`src/rtl/adc_conv_scheduler.sv`:
```
// Conversion sequencer for the SAR-ADC core with a FWFT result FIFO and sticky error flags.
// Define ADC_SCHED_TIMESTAMP_EN to store a 16-bit cycle timestamp alongside each result.
module adc_conv_scheduler #(
  parameter int FIFO_DEPTH  = 4,
  parameter int SYNC_STAGES = 2,
  parameter int ARM_CYCLES  = 2
) (
  input  logic                          clk,
  input  logic                          rst,
  input  logic                          mode_in,
  input  logic                          start_in,
  input  logic                          stop_in,
  input  logic [15:0]                   interval_in,
  input  logic [15:0]                   timeout_in,
  input  logic                          err_clr_in,
  output logic                          adc_rst_n_out,
  input  logic                          adc_conv_finished_in,
  input  logic [15:0]                   adc_result_in,
  input  logic                          rd_en_in,
  output logic [15:0]                   rd_data_out,
`ifdef ADC_SCHED_TIMESTAMP_EN
  output logic [15:0]                   rd_tstamp_out,
`endif
  output logic                          fifo_empty_out,
  output logic                          fifo_full_out,
  output logic [$clog2(FIFO_DEPTH):0]   fifo_level_out,
  output logic                          busy_out,
  output logic                          timeout_err_out,
  output logic                          overflow_err_out
);

  localparam int PW = $clog2(FIFO_DEPTH);
  localparam int LW = PW + 1;

  localparam logic [2:0] S_IDLE    = 3'd0;
  localparam logic [2:0] S_ARM     = 3'd1;
  localparam logic [2:0] S_CONVERT = 3'd2;
  localparam logic [2:0] S_CAPTURE = 3'd3;
  localparam logic [2:0] S_WAIT    = 3'd4;

  logic [2:0]             state_q, state_d;
  logic [15:0]            cnt_q;
  logic                   mode_lat_q, stop_pend_q;
  logic [15:0]            interval_lat_q, timeout_lat_q;
  logic [SYNC_STAGES-1:0] sync_q;
  logic                   fin_rise, push, timeout_evt;

  // sync_q[0] is the newest sample; the edge is seen on the two oldest flops.
  always_ff @(posedge clk or posedge rst) begin
    if (rst) sync_q <= '0;
    else     sync_q <= {sync_q[SYNC_STAGES-2:0], adc_conv_finished_in};
  end
  assign fin_rise = sync_q[SYNC_STAGES-2] & ~sync_q[SYNC_STAGES-1];

  always_comb begin
    state_d     = state_q;
    push        = 1'b0;
    timeout_evt = 1'b0;
    case (state_q)
      S_IDLE:    if (start_in) state_d = S_ARM;
      S_ARM:     if (cnt_q == 16'(ARM_CYCLES - 1)) state_d = S_CONVERT;
      S_CONVERT: begin
        if (fin_rise) begin
          state_d = S_CAPTURE;
        end else if (timeout_lat_q != 16'd0 && cnt_q == timeout_lat_q - 16'd1) begin
          timeout_evt = 1'b1;
          state_d     = S_IDLE;
        end
      end
      S_CAPTURE: begin
        push = 1'b1;
        if (!mode_lat_q || stop_pend_q || stop_in) state_d = S_IDLE;
        else if (interval_lat_q == 16'd0)           state_d = S_ARM;
        else                                        state_d = S_WAIT;
      end
      S_WAIT: begin
        if (stop_in)                                  state_d = S_IDLE;
        else if (cnt_q == interval_lat_q - 16'd1)     state_d = S_ARM;
      end
      default:   state_d = S_IDLE;
    endcase
  end

  // cnt_q restarts on every state change and times ARM, CONVERT and WAIT.
  always_ff @(posedge clk or posedge rst) begin
    if (rst) begin
      state_q        <= S_IDLE;
      cnt_q          <= '0;
      mode_lat_q     <= 1'b0;
      interval_lat_q <= '0;
      timeout_lat_q  <= '0;
      stop_pend_q    <= 1'b0;
    end else begin
      state_q <= state_d;
      cnt_q   <= (state_d != state_q) ? 16'd0 : cnt_q + 16'd1;
      if (state_q == S_IDLE && start_in) begin
        mode_lat_q     <= mode_in;
        interval_lat_q <= interval_in;
        timeout_lat_q  <= timeout_in;
      end
      if (state_d == S_IDLE)
        stop_pend_q <= 1'b0;
      else if (stop_in && (state_q == S_ARM || state_q == S_CONVERT))
        stop_pend_q <= 1'b1;
    end
  end

  assign adc_rst_n_out = (state_q == S_CONVERT) || (state_q == S_CAPTURE);
  assign busy_out      = (state_q != S_IDLE);

  // Read side: rd_en_in pops the head when the FIFO is non-empty (valid = !fifo_empty_out);
  // a pop on empty is ignored. A pop in the same cycle as a push frees room for it.
  logic [15:0]   mem_q [FIFO_DEPTH];
  logic [PW-1:0] wr_ptr_q, rd_ptr_q;
  logic [LW-1:0] count_q;
  logic [15:0]   last_q;
  logic          full, empty, pop, wr_ok, ovf_evt;

  assign full    = (count_q == LW'(FIFO_DEPTH));
  assign empty   = (count_q == '0);
  assign pop     = rd_en_in && !empty;
  assign wr_ok   = push && (!full || pop);
  assign ovf_evt = push && full && !pop;

  always_ff @(posedge clk) begin
    if (wr_ok) mem_q[wr_ptr_q] <= adc_result_in;
  end

  always_ff @(posedge clk or posedge rst) begin
    if (rst) begin
      wr_ptr_q <= '0;
      rd_ptr_q <= '0;
      count_q  <= '0;
      last_q   <= '0;
    end else begin
      if (wr_ok) wr_ptr_q <= wr_ptr_q + PW'(1);
      if (pop) begin
        rd_ptr_q <= rd_ptr_q + PW'(1);
        last_q   <= mem_q[rd_ptr_q];
      end
      if (wr_ok && !pop)      count_q <= count_q + LW'(1);
      else if (pop && !wr_ok) count_q <= count_q - LW'(1);
    end
  end

  // When empty the output holds the most recently popped word.
  assign rd_data_out    = empty ? last_q : mem_q[rd_ptr_q];
  assign fifo_empty_out = empty;
  assign fifo_full_out  = full;
  assign fifo_level_out = count_q;

`ifdef ADC_SCHED_TIMESTAMP_EN
  logic [15:0] tstamp_q, last_ts_q;
  logic [15:0] ts_mem_q [FIFO_DEPTH];

  always_ff @(posedge clk) begin
    if (wr_ok) ts_mem_q[wr_ptr_q] <= tstamp_q;
  end

  always_ff @(posedge clk or posedge rst) begin
    if (rst) begin
      tstamp_q  <= '0;
      last_ts_q <= '0;
    end else begin
      tstamp_q <= tstamp_q + 16'd1;
      if (pop) last_ts_q <= ts_mem_q[rd_ptr_q];
    end
  end

  assign rd_tstamp_out = empty ? last_ts_q : ts_mem_q[rd_ptr_q];
`endif

  // A new error event in the same cycle as err_clr_in keeps the flag set.
  always_ff @(posedge clk or posedge rst) begin
    if (rst) begin
      timeout_err_out  <= 1'b0;
      overflow_err_out <= 1'b0;
    end else begin
      timeout_err_out  <= (timeout_err_out  & ~err_clr_in) | timeout_evt;
      overflow_err_out <= (overflow_err_out & ~err_clr_in) | ovf_evt;
    end
  end

endmodule

```
`config.mk`:
```
export PLATFORM = sky130hd
export DESIGN_NAME = adc_conv_scheduler
export DESIGN_NICKNAME = d
export VERILOG_FILES = /design/src/rtl/adc_conv_scheduler.sv
export SDC_FILE = /design/constraint.sdc
export NUM_CORES = 1
export LEC_CHECK = 0
export ABC_AREA = 1
export CELL_PAD_IN_SITES_DETAIL_PLACEMENT = 2
export CELL_PAD_IN_SITES_GLOBAL_PLACEMENT = 2
export CORE_MARGIN = 1
export CORE_UTILIZATION = 30
export CTS_CLUSTER_DIAMETER = 80
export DETAILED_ROUTE_END_ITERATION = 8
export PLACE_DENSITY_LB_ADDON = 0.1
export SYNTH_ARGS = -nofsm -noshare
export SYNTH_HDL_FRONTEND = slang
export SYNTH_SLANG_ARGS = --single-unit
```
`constraint.sdc`:
```
create_clock -name clk -period 3.3 [get_ports clk]
set_clock_uncertainty 0.2 [all_clocks]
set_input_delay 0.825 -clock clk [delete_from_list [all_inputs] [get_ports clk]]
set_output_delay 0.825 -clock clk [all_outputs]
set_load 0.02 [all_outputs]
```
* Yosys cells after proc, flatten, opt, wreduce, memory -nomap -nowiden
Memory sizes are Yosys's and may differ from the RTL's.
Index checks and enable logic that the tools add are counted.
W data, S select, Z words.
** Word-level totals
- Input bits :: 56
- Output and inout port bits :: 25
- Register bits after elaboration :: 80
- Memories kept :: 1
- Word-level logic and storage cells :: 85
- Memory bits (writable) :: 64
** Operators by class
- Equality and inequality tests :: 9
- Bitwise gates (word level) :: 7
- Mux-type cells :: 21
- Reductions and logical operators :: 27
- $add $sub $neg :: 7
** Memories
- mem_q :: depth 4, bits a word 16, rd ports 1, clocked after Yosys merged registers in 0, write ports 1, line 113 : logic [15:0] mem_q [FIFO_DEPTH];
** Operators by type and width (count)
- $eq A16 B16 Y1 :: 2
- $mux W16 :: 2
- $sub A16 B1 Y16 const B :: 2
- $mux W3 :: 10
- $add A16 B1 Y16 const B :: 1
- $eq A16 B1 Y1 const B :: 1
- $logic_not A16 Y1 :: 1
- $reduce_bool A16 Y1 :: 1
- $pmux W3 S5 :: 1
- $logic_and A1 B1 Y1 :: 9
- $logic_not A3 Y1 :: 3
- $mux W1 :: 8
- $eq A3 B2 Y1 const B :: 2
- $eq A3 B3 Y1 const B :: 2
- $logic_not A1 Y1 :: 5
- $logic_or A1 B1 Y1 :: 5
- $add A2 B1 Y2 const B :: 2
- $reduce_bool A2 Y1 :: 2
- $add A3 B1 Y3 const B :: 1
- $and A1 B1 Y1 :: 3
- $eq A3 B1 Y1 const B :: 1
- $ne A3 B3 Y1 :: 1
- $reduce_bool A3 Y1 :: 1
- $sub A3 B1 Y3 const B :: 1
- other kinds (2) :: 4

* Depth between registers and ports, before layout
Gate-level depths: netlist of the first run.
- Depth in word-level cells :: 9
- Gate-level depth with buffers :: 19
- Gate-level depth less buffers :: 18

* Least setup slack after synthesis of the first run
OpenSTA, ideal clock, no wires.
- Path type :: flip-flop to flip-flop
- Start point :: reg count_q[0], in the netlist fifo_level_out[0]
- End point :: reg count_q[1], in the netlist fifo_level_out[1]
- Period minus slack after synthesis :: 2.723 ns
- Slack :: 0.577 ns
- Data required time :: 2.975 ns
- Path buffers :: 0
- Setup time :: 0.125 ns
- Data arrival time :: 2.398 ns
- Stages on the path, launching flop included :: 9
- Path through :: dfrtp_1 > nor3_1 > nand2_1 > nand2_1 > inv_1 > ha_1 > inv_1 > fa_1 > mux2_2
** On the way
- Elaborated cells on any way between the ends :: 16
- Those cells by class :: add/sub (2); eq/ne (1); mux (2); reduce/logical (11)
** RTL lines
- start: declaration :: line 115 : logic [LW-1:0] count_q;
- start signal: assignment :: line 141 : if (wr_ok && !pop) count_q <= count_q + LW'(1);
- start signal: assignment :: line 142 : else if (pop && !wr_ok) count_q <= count_q - LW'(1);
- $eq A3 B3 Y1 * :: line 119 : assign full = (count_q == LW'(FIFO_DEPTH));
- net fifo_full_out :: line 25 : output logic fifo_full_out,
- $logic_not A1 Y1 * :: line 122 : assign wr_ok = push && (!full || pop);
- $logic_or A1 B1 Y1 * :: line 122
- $logic_and A1 B1 Y1 * :: line 122
- net wr_ok :: line 117 : logic full, empty, pop, wr_ok, ovf_evt;
- $logic_not A1 Y1 :: line 142
- $logic_and A1 B1 Y1 :: line 142
- $reduce_bool A2 Y1 (no line)
Mark *: on every way through the listed nets, which the timed path passes. The rest lies on a longest branch. The select of a mux whose other input is x is not followed.
A chain may end at the register's enable or synchronous reset.

* Final worst setup path of the first run
- Start point :: reg count_q[0], in the netlist fifo_level_out[0]
- End point :: out fifo_empty_out
** On the way
- Longest elaborated chain between the ends :: 1
** Ends and longest elaborated chain
- $logic_not A3 Y1 :: line 120 : assign empty = (count_q == '0);
- end: declaration :: line 24 : output logic fifo_empty_out,
No other way between the ends.

==> reports/metrics.yaml, run 1 <==
status: "completed"
crit_required_ps: 2270
avgSynthCellArea_um2: 8.74
firstDrtPassIters: 6
routed_wirelength_mm: 22.3
ys_types: 39
vias: 6047
antenna_found_initial: 0
ys_ff_latch: 144
drive_gt1_share_pct: 9.92
fin_crit_ps: 3110
crit_arrival_ps: 2090
drc: 0
slew_viol_final: 0
worst_path_max_delay_cell: "clkdlybuf4s50_1"
synth_most_common_cell: "nand2_1"
power_per_cell_area_mw_per_mm2: 906
yosysTopAreaCellShare_pct: 27.0
synthAdderAreaFrac_pct: 1.79
crit_chain: "nor2_1, nand2_1, inv_1, buf_4, clkdlybuf4s50_1"
fin_nets: 1001
ys_top_cells_by_count: "nand2_1 (256), dfrtp_1 (80), inv_1 (80), nor2_1 (78)"
synth_top_family_by_area: "simple AND/OR/NAND/NOR gates"
clkPwrFrac_pct: 23.2
synth.area.mux_share_pct: 0.152
die_w_um: 159
multi_input_area_mm2: 0.00300
initial_core_util_pct: 30.5
ys_dominant_reg_cell: "dfrtp_1"
p_seq_share_pct: 32.4
grt_pass1_wl_mm: 37.1
htreeDepth: 4
final.setup.worst_slack_ps: 188
holdPathStages: 0
yosys.area_share.simple_pct: 25.4
dp_hpwl_mm: 16.5
slowest_delay_ps: 640
cts_max_path_buffers: 2
seq_area_frac_synth_pct: 53.0
hp-class: "flip-flop to flip-flop"
hold_path_startpoint: "sync_q[0]"
grt_max_degree: 51
hold_violations: 0
nFillCells: 2719
cts_sinks: 144
rows: 57
holdWs_ps: 203
power.switching_uw: 3700
portBuffers: 80
drtIter0Drc: 210
synthTopCellsByArea: "dfrtp_1 (27%), edfxtp_1 (26%), nand2_1 (13%)"
antenna_left: 0
numCtsBuffers: 17
fin_crit_sh_pct: 94.3
die_area_mm2: 0.0253
syn_area_mm2: 0.00740
synth_edf_count: 64
synth-compound-area-share_pct: 8.39
max_freq_mhz: 321
overflow: 0
r2r-start: "interval_lat_q[0]"
max_cap_violations: 0
ys_warn_count: 0
tightest_slew_ps: 555
synth_xor_area_share_pct: 4.85
antenna_cells: 0
ir_drop_mv: 0.319
register_area_mm2: 0.00392
detail_route.vias_per_cell: 4.75
area_delta_synth_final_pct: 24.8
cts-root-buf: "clkbuf_16"
post-place-ws_ps: 51.4
core-area_mm2: 0.0242
wl_per_cell_um: 17.6
postSynthCellCount: 847
tritoncts: "done"
worstSetupEndpointType: "primary output"
crit_type: "flip-flop to primary output"
finalSetupViolations: 0
clk_pin_slew_ps: 70
sw_frac_of_total_pct: 44.2
r2r-end: "cnt_q[1]"
fin_area_mm2: 0.00924
comb_power_share_pct: 44.4
p_int_uw: 4670
gp_congestion: 0.770
synth_nets: 913
rrSetupSlack_ps: 380
relSlewSlack_pct: 62.7
min_to: "sync_q[1]"
detailed_place.area_mm2: 0.00865
cp_max_fo: 17
cts_hold_buf: 0
startpoint_type: "flip-flop"
ioPinCount: 81
reg2reg_depth: 14
tns_ps: 0
grt_pass1_vias: 6853
die_h_um: 159
rsz0062_at_grt: "false"
leakage_uw: 0.00392
synth_top_cell_by_area: "dfrtp_1"
async_flop_share_pct: 55.6
insertion_delay_ps: 430
grtUsageTotal_pct: 18.8
## cell families after synthesis
kind of cell | Yosys count
fa+ha+maj | 10
buf+inv | 120
flops | 144
simple gates | 425
compound gates | 106
mux | 1
xor+xnor | 41
## metal layers
metal | vias to the layer above | track usage, % | wire length [um]
met2 | 69 | 31.4 | 10800
met4 | 0 | 5.03 | 244
met3 | 21 | 2.92 | 580
li1 | 2918 | - | -
met5 | - | 0 | 0
met1 | 3039 | 25.2 | 10700
## cell usage in the layout (no fill, tap or decap), types with 7 or more instances in the layout
cell type	netlist	routed
buf_4	0	13
a32o_1	16	16
nor2_1	78	78
xnor2_1	14	14
xor2_1	27	27
nand2_1	256	256
ha_1	9	9
nand3_1	36	36
clkbuf_16	0	17
dfrtp_1	80	80
a21oi_1	18	18
nor2_4	12	12
nand4_1	9	9
nand2_2	7	7
o21ai_0	64	62
edfxtp_1	64	64
inv_2	10	10
inv_1	80	79
dlygate4sd2_1	0	15
nor2_2	7	7
clkdlybuf4s50_1	0	64
## worst max path at each step
stage	endpoint	startpoint	cells after the start	slack [ps]
floorplan	cnt_q[0]	rst	1	220
global placement	fifo_level_out[1]	rd_en_in	9	240
detailed placement	fifo_level_out[2]	rd_en_in	12	50
CTS	rd_data_out[3]	fifo_level_out[0]	7	4
global route	rd_data_out[0]	rd_ptr_q[0]	6	80
finish	fifo_empty_out	fifo_level_out[0]	5	190
## registers in the layout (all words and copies together) (netlist names)
| name | flops |
|---|---|
| timeout_err_out | 1 |
| interval_lat_q | 16 |
| overflow_err_out | 1 |
| cnt_q | 16 |
| sync_q | 2 |
| state_q | 3 |
| fifo_level_out | 3 |
| stop_pend_q | 1 |
| mode_lat_q | 1 |
| mem_q | 64 |
| timeout_lat_q | 16 |
| wr_ptr_q | 2 |
| rd_ptr_q | 2 |
| last_q | 16 |
## power by group through the flow
| stage | Combinational [uW] | Sequential (uW) | Clock, uW |
|---|---|---|---|
| final | 3720 | 2710 | 1940 |
| after global routing | 4190 | 2770 | 2050 |
| after CTS | 3770 | 2720 | 1990 |
| after detailed placement | 3850 | 2740 | 0 |
| after global placement | 3650 | 2720 | 0 |
| after floorplan | 2480 | 2630 | 0 |
## per-stage QoR
stage	power, uW	util (%)	std cells
finish	8370	38.1	1272
global route	9010	38.1	1272
CTS	8480	38.0	1271
detailed placement	6590	35.7	1239
global placement	6370	35.7	1239
floorplan	5110	-	847
## worst max-delay path: cells and delay by family, from the launching register on
| family | cells | cell delay (ps) |
|---|---|---|
| DFF | 1 | 460 |
| and+or+nand+nor | 2 | 240 |
| buffers and inverters | 3 | 950 |
## repair_timing
action / CTS / global route
gates resized for setup: 17 / 1
setup endpoints to repair: 15 / 4
setup buffers: 0 / 1
pin swaps: 0 / 0
hold endpoints to repair: 0 / 0
## layout make-up
cell class	instances	share of cell area, %
Sequential cell	144	42.5
Multi-Input combinational cell	583	32.5
Timing Repair Buffer	98	10.6
Tap cell	324	4.39
Clock buffer	17	4.60
Clock inverter	15	1.69
Inverter	91	3.71
No activity file was read; power rests on OpenSTA's default activity.
==> run 2: changes to the inputs <==
clock period = 3.72 ns   (was 3.3 ns; I/O delays follow)
==> run 2 against run 1 <==
Sequential share of layout area decreased by 0.080 points. Hold slack got worse by 6.1 ps. Total power decreased by 11%. Worst setup slack got worse by 51 ps. Clock power decreased by 14%. First-iteration DRC count decreased by 20%. Critical path depth unchanged. Combinational power decreased by 8.6%. Critical path type unchanged. Largest cell class unchanged.
==> reports/metrics.yaml, run 2 (synthesized netlist as in run 1, its figures left out) <==
fin_nets: 1006  # +0.50%
vias: 6120  # +1.2%
drtIter0Drc: 169  # -20%
tns_ps: 0  # unchanged
antenna_found_initial: 0  # unchanged
hp-class: "flip-flop to flip-flop"
fin_area_mm2: 0.00926  # +0.19%
met2_usage_pct: 32.0  # +0.58 points
crit_required_ps: 2590  # +320 ps
cts_max_path_buffers: 2  # unchanged
cts_hold_buf: 0  # unchanged
slowest_delay_ps: 670  # +30 ps
final_cell_mix: "nand2_1 (256), dfrtp_1 (80), nor2_1 (78), inv_1 (78), clkdlybuf4s50_1 (77)"
antenna_cells: 0  # unchanged
placed_cells: 1240  # +0.081%
detail_route.vias_per_cell: 4.79  # +0.81%
cts-root-buf: "clkbuf_16"
crit_arrival_ps: 2450  # +360 ps
overflow: 0  # unchanged
grt_max_degree: 38  # -25%
htreeDepth: 4  # unchanged
grt_pass1_vias: 6878  # +0.36%
max_freq_mhz: 279
die_area_mm2: 0.0253  # unchanged
min_to: "sync_q[1]"
rsz0062_at_grt: "false"
hold_path_startpoint: "sync_q[0]"
numCtsBuffers: 17  # unchanged
largest_register_ff_count: 64  # unchanged
power_per_cell_area_mw_per_mm2: 807  # -11%
fin_crit_ps: 3580
antenna_left: 0  # unchanged
clk_pin_slew_ps: 70  # about the same
firstDrtPassIters: 4  # -2
regMostFlops: "mem_q"
die_w_um: 159  # unchanged
busiest_layer: "met2"
drc: 0  # unchanged
grt_use_met3_pct: 3.18  # +0.26 points
area_delta_synth_final_pct: 25.1
fin_crit_sh_pct: 96.3
portBuffers: 80  # unchanged
r2r-end: "cnt_q[3]"
cts_sinks: 144  # unchanged
post-place-ws_ps: 368  # +317 ps
instances_no_fill: 1277  # +0.39%
grt_pass1_wl_mm: 37.3  # +0.67%
gp_congestion: 0.754  # -2.0%
holdWs_ps: 197  # -6.12 ps
final.setup.worst_slack_ps: 137  # -51.0 ps
finalSetupViolations: 0  # unchanged
cp_max_fo: 8  # -9
rrSetupSlack_ps: 560  # +180 ps
hold_violations: 0  # unchanged
grtUsageTotal_pct: 18.8  # +0.056 points
leakage_uw: 0.00390  # -0.37%
initial_core_util_pct: 30.5  # unchanged
die_h_um: 159  # unchanged
rows: 57  # unchanged
crit_chain: "clkinvlp_4, buf_4, a32o_1, o21ai_0, clkdlybuf4s50_1"
drive_gt1_share_pct: 10.5  # +0.58 points
worst_path_max_delay_cell: "clkdlybuf4s50_1"
status: "completed"
core-area_mm2: 0.0242  # unchanged
max_cap_violations: 0  # unchanged
tightest_slew_ps: 616  # +61.3 ps
layout_commonest_cell: "nand2_1"
ioPinCount: 81  # unchanged
use_met1_pct: 25.2  # -0.079 points
ir_drop_mv: 0.329  # +3.2%
insertion_delay_ps: 420  # about the same
detailed_place.area_mm2: 0.00864  # -0.20%
dp_hpwl_mm: 16.6  # +0.93%
holdPathStages: 0  # unchanged
crit_type: "flip-flop to primary output"
slew_viol_final: 0  # unchanged
reg2reg_depth: 16  # +2
tritoncts: "done"
startpoint_type: "flip-flop"
r2r-start: "interval_lat_q[0]"
routed_wirelength_mm: 22.7  # +1.7%
relSlewSlack_pct: 58.9  # -3.7 points
worstSetupEndpointType: "primary output"
wl_per_cell_um: 17.8  # +1.3%
==> run 2: cell count changes in the layout (fill, tap and decap cells not counted), sizes merged <==
cell / before / now
buf: 18 / 23
clkbuf: 17 / 18
clkdlybuf4s50: 64 / 77
clkinv: 5 / 4
clkinvlp: 0 / 4
dlygate4sd2: 15 / 0
dlymetal6s2s: 1 / 3
inv: 101 / 97
==> run 2: worst max-delay path by stage <==
| stage | from | end | slack (ps) |
|---|---|---|---|
| after global placement | rd_ptr_q[1] | rd_data_out[15] | 400 |
| after floorplan | rst | cnt_q[0] | 540 |
| after CTS | fifo_level_out[0] | rd_data_out[15] | 20 |
| after detailed placement | rd_ptr_q[1] | rd_data_out[15] | 370 |
| final | rd_ptr_q[1] | rd_data_out[11] | 140 |
| after global routing | rd_ptr_q[1] | rd_data_out[7] | 20 |
==> run 2: stage by stage <==
stage	utilization, %	total power [uW]
after floorplan	-	4530
after global placement	35.6	5620
after detailed placement	35.6	5810
after CTS	38.1	7590
after global routing	38.2	8050
final	38.2	7470
==> run 2: final cells by class <==
class	count	area, um2
Fill cell	2712	15000
Tap cell	324	405
Sequential cell	144	3920
Inverter	91	347
Multi-Input combinational cell	583	3000
Clock buffer	18	429
Timing Repair Buffer	103	1010
Clock inverter	14	139
==> run 2: worst max-delay path: cells and delay by family (launching register included) <==
family                 cells  cell delay, ps
buffers and inverters      3            1080
AO/OA/AOI/OAI              2             550
flip-flops                 1             410
==> run 2: routing by layer <==
layer	routed length, um	vias up	part of all wire, %
met2	11100	74	49
met5	0	-	0
met3	474	13	2.1
li1	-	2930	-
met4	223	0	0.98
met1	10900	3103	48
==> run 2: power by group <==
part / total, uW / internal, uW / switching, uW / leakage, uW
Sequential: 2410 / 2050 / 361 / 0.00159
Clock: 1660 / 891 / 773 / 0.000270
Combinational: 3400 / 1270 / 2120 / 0.00204
==> run 2: repair_timing <==
| item | in CTS | in global routing |
|---|---|---|
| endpoints found under the setup margin | 12 | 7 |
| resized for setup | 1 | 6 |
| setup buffers | 5 | 0 |
